### src/rtl/pixel_reg_loader.sv
// Write sequencer for the 9-bit register bank: turns each accepted pixel sample into one
// addressed write strobe, with sequential addressing per frame and an optional settling gap.
module pixel_reg_loader #(
  parameter int unsigned ADDR_W    = 8,
  parameter int unsigned DATA_W    = 9,
  parameter int unsigned NUM_WORDS = 256,
  parameter int unsigned BASE_ADDR = 0,
  parameter int unsigned WR_GAP    = 0
) (
  input  logic              clk,
  input  logic              rst,
  input  logic              start,
  input  logic              abort,
  input  logic [DATA_W-1:0] in_data,
  input  logic              in_valid,
  output logic              in_ready,
  output logic [ADDR_W-1:0] reg_addr,
  output logic [DATA_W-1:0] reg_data,
  output logic              reg_sig,
  output logic              busy,
  output logic              frame_done,
  output logic [ADDR_W:0]   word_count
);

  localparam int unsigned CNT_W = ADDR_W + 1;
  localparam int unsigned GAP_W = 4;
  localparam logic [CNT_W-1:0]  LAST_IDX   = CNT_W'(NUM_WORDS - 1);
  localparam logic [ADDR_W-1:0] BASE       = ADDR_W'(BASE_ADDR);
  localparam logic [GAP_W-1:0]  GAP_RELOAD = GAP_W'((WR_GAP == 0) ? 0 : WR_GAP - 1);

  typedef enum logic [1:0] {IDLE, LOAD, GAP, DONE} state_t;

  state_t           state;
  logic [CNT_W-1:0] idx;
  logic [GAP_W-1:0] gap_cnt;
  logic             accept;

  // Ready follows abort within the cycle so a handshake can never coincide with an abort.
  assign in_ready = (state == LOAD) && !abort && !rst;
  assign busy     = (state != IDLE) && !rst;
  assign accept   = in_valid && in_ready;

  always_ff @(posedge clk) begin
    if (rst) begin
      state      <= IDLE;
      idx        <= '0;
      gap_cnt    <= '0;
      reg_addr   <= '0;
      reg_data   <= '0;
      reg_sig    <= 1'b0;
      frame_done <= 1'b0;
      word_count <= '0;
    end else begin
      reg_sig    <= 1'b0;
      frame_done <= 1'b0;
      if (abort) begin
        state <= IDLE;
      end else begin
        case (state)
          IDLE: begin
            if (start) begin
              state      <= LOAD;
              idx        <= '0;
              word_count <= '0;
            end
          end
          LOAD: begin
            if (accept) begin
              reg_sig    <= 1'b1;
              reg_addr   <= BASE + idx[ADDR_W-1:0];
              reg_data   <= in_data;
              word_count <= word_count + 1'b1;
              idx        <= idx + 1'b1;
              if (idx == LAST_IDX) begin
                state      <= DONE;
                frame_done <= 1'b1;
              end else if (WR_GAP > 0) begin
                state   <= GAP;
                gap_cnt <= GAP_RELOAD;
              end
            end
          end
          GAP: begin
            if (gap_cnt == '0) state <= LOAD;
            else               gap_cnt <= gap_cnt - 1'b1;
          end
          DONE:    state <= IDLE;
          default: state <= IDLE;
        endcase
      end
    end
  end

endmodule

### config.mk
export PLATFORM = sky130hd
export DESIGN_NAME = pixel_reg_loader
export DESIGN_NICKNAME = d
export VERILOG_FILES = /design/src/rtl/pixel_reg_loader.sv
export SDC_FILE = /design/constraint.sdc
export NUM_CORES = 1
export LEC_CHECK = 0
export BUFFER_PORTS_ARGS = -buffer_cell sky130_fd_sc_hd__clkbuf_2
export CAP_MARGIN = 40
export CORE_MARGIN = 2
export CORE_UTILIZATION = 50
export CTS_CLUSTER_DIAMETER = 80
export DETAILED_ROUTE_END_ITERATION = 10
export HOLD_SLACK_MARGIN = 0.05
export MAX_ROUTING_LAYER = met4
export PLACE_DENSITY = 0.75
export REMOVE_ABC_BUFFERS = 1
export SLEW_MARGIN = 20
export SYNTH_ARGS = -nofsm -noshare
export SYNTH_HDL_FRONTEND = slang
export SYNTH_SLANG_ARGS = --single-unit
### constraint.sdc
create_clock -name clk -period 2.1 [get_ports clk]
set_input_delay 0.105 -clock clk [delete_from_list [all_inputs] [get_ports clk]]
set_output_delay 0.105 -clock clk [all_outputs]
set_load 0.01 [all_outputs]
==> metrics list <==
* Result of the run: finished clean
- At the worst endpoint, the required time is 2.33 ns.
- Vias: 1539
- For this run, the detailed router's first-pass iteration total came to 4.
* Remaining design rule violation count: 0
* Starting Density: between 50% and 60%
* Synth warn: 0
* Antenna violations before repair: 0
- Number of global-route vias before repair: around 1.4k
- Once detailed placement completed, the half-perimeter wirelength came to 2480 um.
- Data arrives at the worst endpoint at approximately 1.9 ns.
- Number of enable flip-flop cells after synthesis: 0
* Max-slew headroom: slightly above 70%
- With fillers left out, the area of the finished cells amounts to approximately 0.0023 sq mm.
* Area after DPL: 0.00211 sq mm
- The root buffer cell chosen for the clock tree is sky130_fd_sc_hd__clkbuf_8.
- STA classifies the critical path endpoint as a register.
- Routability Congestion: 0.777
- The setup path with the least slack is of type register to register.
- The number of pins with negative max-slew slack in the final report came to 0.
- Setup slack at placement: between 0.4 and 0.5 ns
- After global routing the overflow that remains totals 0.
- Excluding fillers, the count of instances in the completed layout stands at about 310.
- A synthesized cell averages 8.87 sq um.
- Antenna violation net count after detailed routing: 0
- Pwr/cell area: 676 mW/mm^2
- Setup slack closes at 0.446 ns.
- Part of the cycle the worst path needs: 78.7%
- Final Hold Vio Count: 0
- Max-Cap Viols: 0
* Average detailed-routed wire length per instance: 11.6 um
- For this run, the register share of the synthesized area comes to 45.6%.
- Via density: 4.95
* Core area: 0.00363 sq mm
* # clock sinks: 43
- Type of element launching the critical path: register
* Wire length of the first global-routing pass: 6310 um
* Setup repair after global routing missed its margin: no
- Entering global routing, the biggest net connects 26 pins.
- Synth cell types: 41
* Nets: 280
- The worst path needs 1.65 ns of the cycle, external delays included.
* Number of cells produced by synthesis: 213
- In this run the vertical extent of the chip is 65.5 um.
* Overall global routing resource usage: 19.6%
- Area grow syn2layout: 22.3%
* Number of buffers inserted during clock tree synthesis: 5
- The die covers 0.00429 sq mm.
* Commonest cells after routing, fill and taps aside: sky130_fd_sc_hd__dfxtp_1, sky130_fd_sc_hd__clkbuf_2, sky130_fd_sc_hd__nand2_1
- Fill cells in the final layout number 319.
- Setup violations remaining at the end of the flow were counted as 0.
- Clock input transition at the sequential cells of the worst setup and hold paths: roughly 0.080 ns
- The count of buffers added on input and output ports is 43.
- No sink is reached through more buffers than the 2 on the longest clock path.
- After synthesis, the share of flip-flops with an asynchronous set or reset is 0%.
- Skew-Pair Late Insertion Delay: 0.30 ns
* Total design power: between 1.5 and 2 mW
- DRT Wirelength: 3620 um
* Area of the mapped netlist: 0.00189 sq mm
- DRT iter0 DRCs: 110
* Number of top-level design ports: 44
- Hold Crit Class: input pin to register
* Top_reg_cell synth: sky130_fd_sc_hd__dfxtp_1
- Maximum fanout along the worst path: 10
- Static leakage power: 0.894 nW
- Worst clock skew: 0.00545 ns
- Post-CTS setup buffers: 0
* Chip width: 65.5 um
* CTS tree: built
- F_max: 0.605 GHz
- The floorplan has 22 rows.
- Final setup TNS: 0 ns
* Number of placed instances, taps included: 294
* CTS H-Tree Depth: 2
- VDD sags by at most around 500 uV.
* Diode insertion count for antenna repair: 0
- At the pin with the least slew margin, the transition time is 0.438 ns.
* Number of synthesized register bits: 43
- Fraction of layout cells with a size suffix above 1: 24.0%
[state kept, by name, summed over array words and instances, names as in the netlist]
signal / cells
word_count: 9
reg_data: 9
frame_done: 1
idx: 9
state: 2
gap_cnt: 4
reg_sig: 1
reg_addr: 8
[worst max-delay path: stages (launching register included)]
cell and delay [ns]:
sky130_fd_sc_hd__dfxtp_1 0.42, sky130_fd_sc_hd__nand2b_1 0.36, sky130_fd_sc_hd__a211o_1 0.36, sky130_fd_sc_hd__or3_1 0.31
sky130_fd_sc_hd__a21oi_1 0.14
[logic make-up (layout without fill, tap and decap cells)]
family / count (synthesis) / count (layout) / share of synthesized area (%)
multiplexers: 2 / 2 / 1.06
XOR/XNOR: 16 / 16 / 7.42
buffers and inverters: 18 / 68 / 4.97
AND/OR/NAND/NOR: 91 / 91 / 23.9
AO/OA/AOI/OAI: 39 / 39 / 14.4
flip-flops: 43 / 43 / 45.6
adder cells (fa/ha/maj): 4 / 4 / 2.65
[worst paths after layout]
path / depth (start not counted) / slack, ns / endpoint / from
worst min register to register: 2 / 0.46 / reg_data[1] / reg_data[1]
worst max register to register: 4 / 0.45 / idx[5] / state[0]
worst max-delay path: 4 / 0.45 / idx[5] / state[0]
worst min-delay path: 2 / 0.12 / state[0] / abort
[cell usage after synthesis, types with 2 or more instances]
cell type	number	area share [%]
sky130_fd_sc_hd__clkbuf_1	5	0.99
sky130_fd_sc_hd__nor2b_1	3	0.99
sky130_fd_sc_hd__buf_6	2	1.2
sky130_fd_sc_hd__and2_1	2	0.66
sky130_fd_sc_hd__a211oi_1	6	2.4
sky130_fd_sc_hd__nand2b_1	2	0.66
sky130_fd_sc_hd__mux2i_1	2	1.1
sky130_fd_sc_hd__buf_2	3	0.79
sky130_fd_sc_hd__o211ai_1	3	1.2
sky130_fd_sc_hd__o21ai_0	2	0.53
sky130_fd_sc_hd__inv_1	5	0.99
sky130_fd_sc_hd__a21oi_1	18	4.8
sky130_fd_sc_hd__nor2_1	25	5.0
sky130_fd_sc_hd__or3_1	2	0.66
sky130_fd_sc_hd__a2111oi_2	3	2.4
sky130_fd_sc_hd__xor2_1	7	3.2
sky130_fd_sc_hd__nand3_1	9	2.4
sky130_fd_sc_hd__xnor2_1	9	4.2
sky130_fd_sc_hd__nor3_1	2	0.53
sky130_fd_sc_hd__dfxtp_1	43	46
sky130_fd_sc_hd__ha_1	4	2.6
sky130_fd_sc_hd__buf_4	2	0.79
sky130_fd_sc_hd__nand2_1	36	7.2
[layer usage]
metal | share of wire (%) | GRT usage [%] | wire length [um]
met1 | 48 | 24.2 | 1750
met2 | 45 | 30.5 | 1630
met3 | 5.1 | 5.31 | 183
met4 | 1.7 | 7.81 | 61
met5 | 0 | - | 0
[repair_timing]
action                                 in CTS  in global routing
resized for setup                           0                  0
endpoints found under the hold margin       9                  0
setup endpoints to repair                   0                  0
hold buffers                                9                  0
[layout make-up]
type                    count  area (sq um)  area share [%]
clock inverters             3          43.8            1.89
well taps                  48          60.1            2.60
multi-input cells         152           935            40.4
flip-flops and latches     43           861            37.2
repair buffers             54           320            13.9
clock buffers               5          68.8            2.98
inverters                   6          22.5           0.975
[report_power, final]
group          leakage (nW)  internal, mW  switching, mW
Clock                0.0581         0.354          0.283
Sequential            0.347         0.822        0.00863
Combinational         0.489        0.0421         0.0531
Total                 0.894          1.22          0.344
[stage by stage]
stage	hold WS [ns]	utilization (%)
detailed placement	0.335	58.0
floorplan	0.174	-
CTS	0.116	63.6
global route	0.141	63.6
finish	0.119	63.6
global placement	0.332	58.0
(Power assumes the default switching activity.)
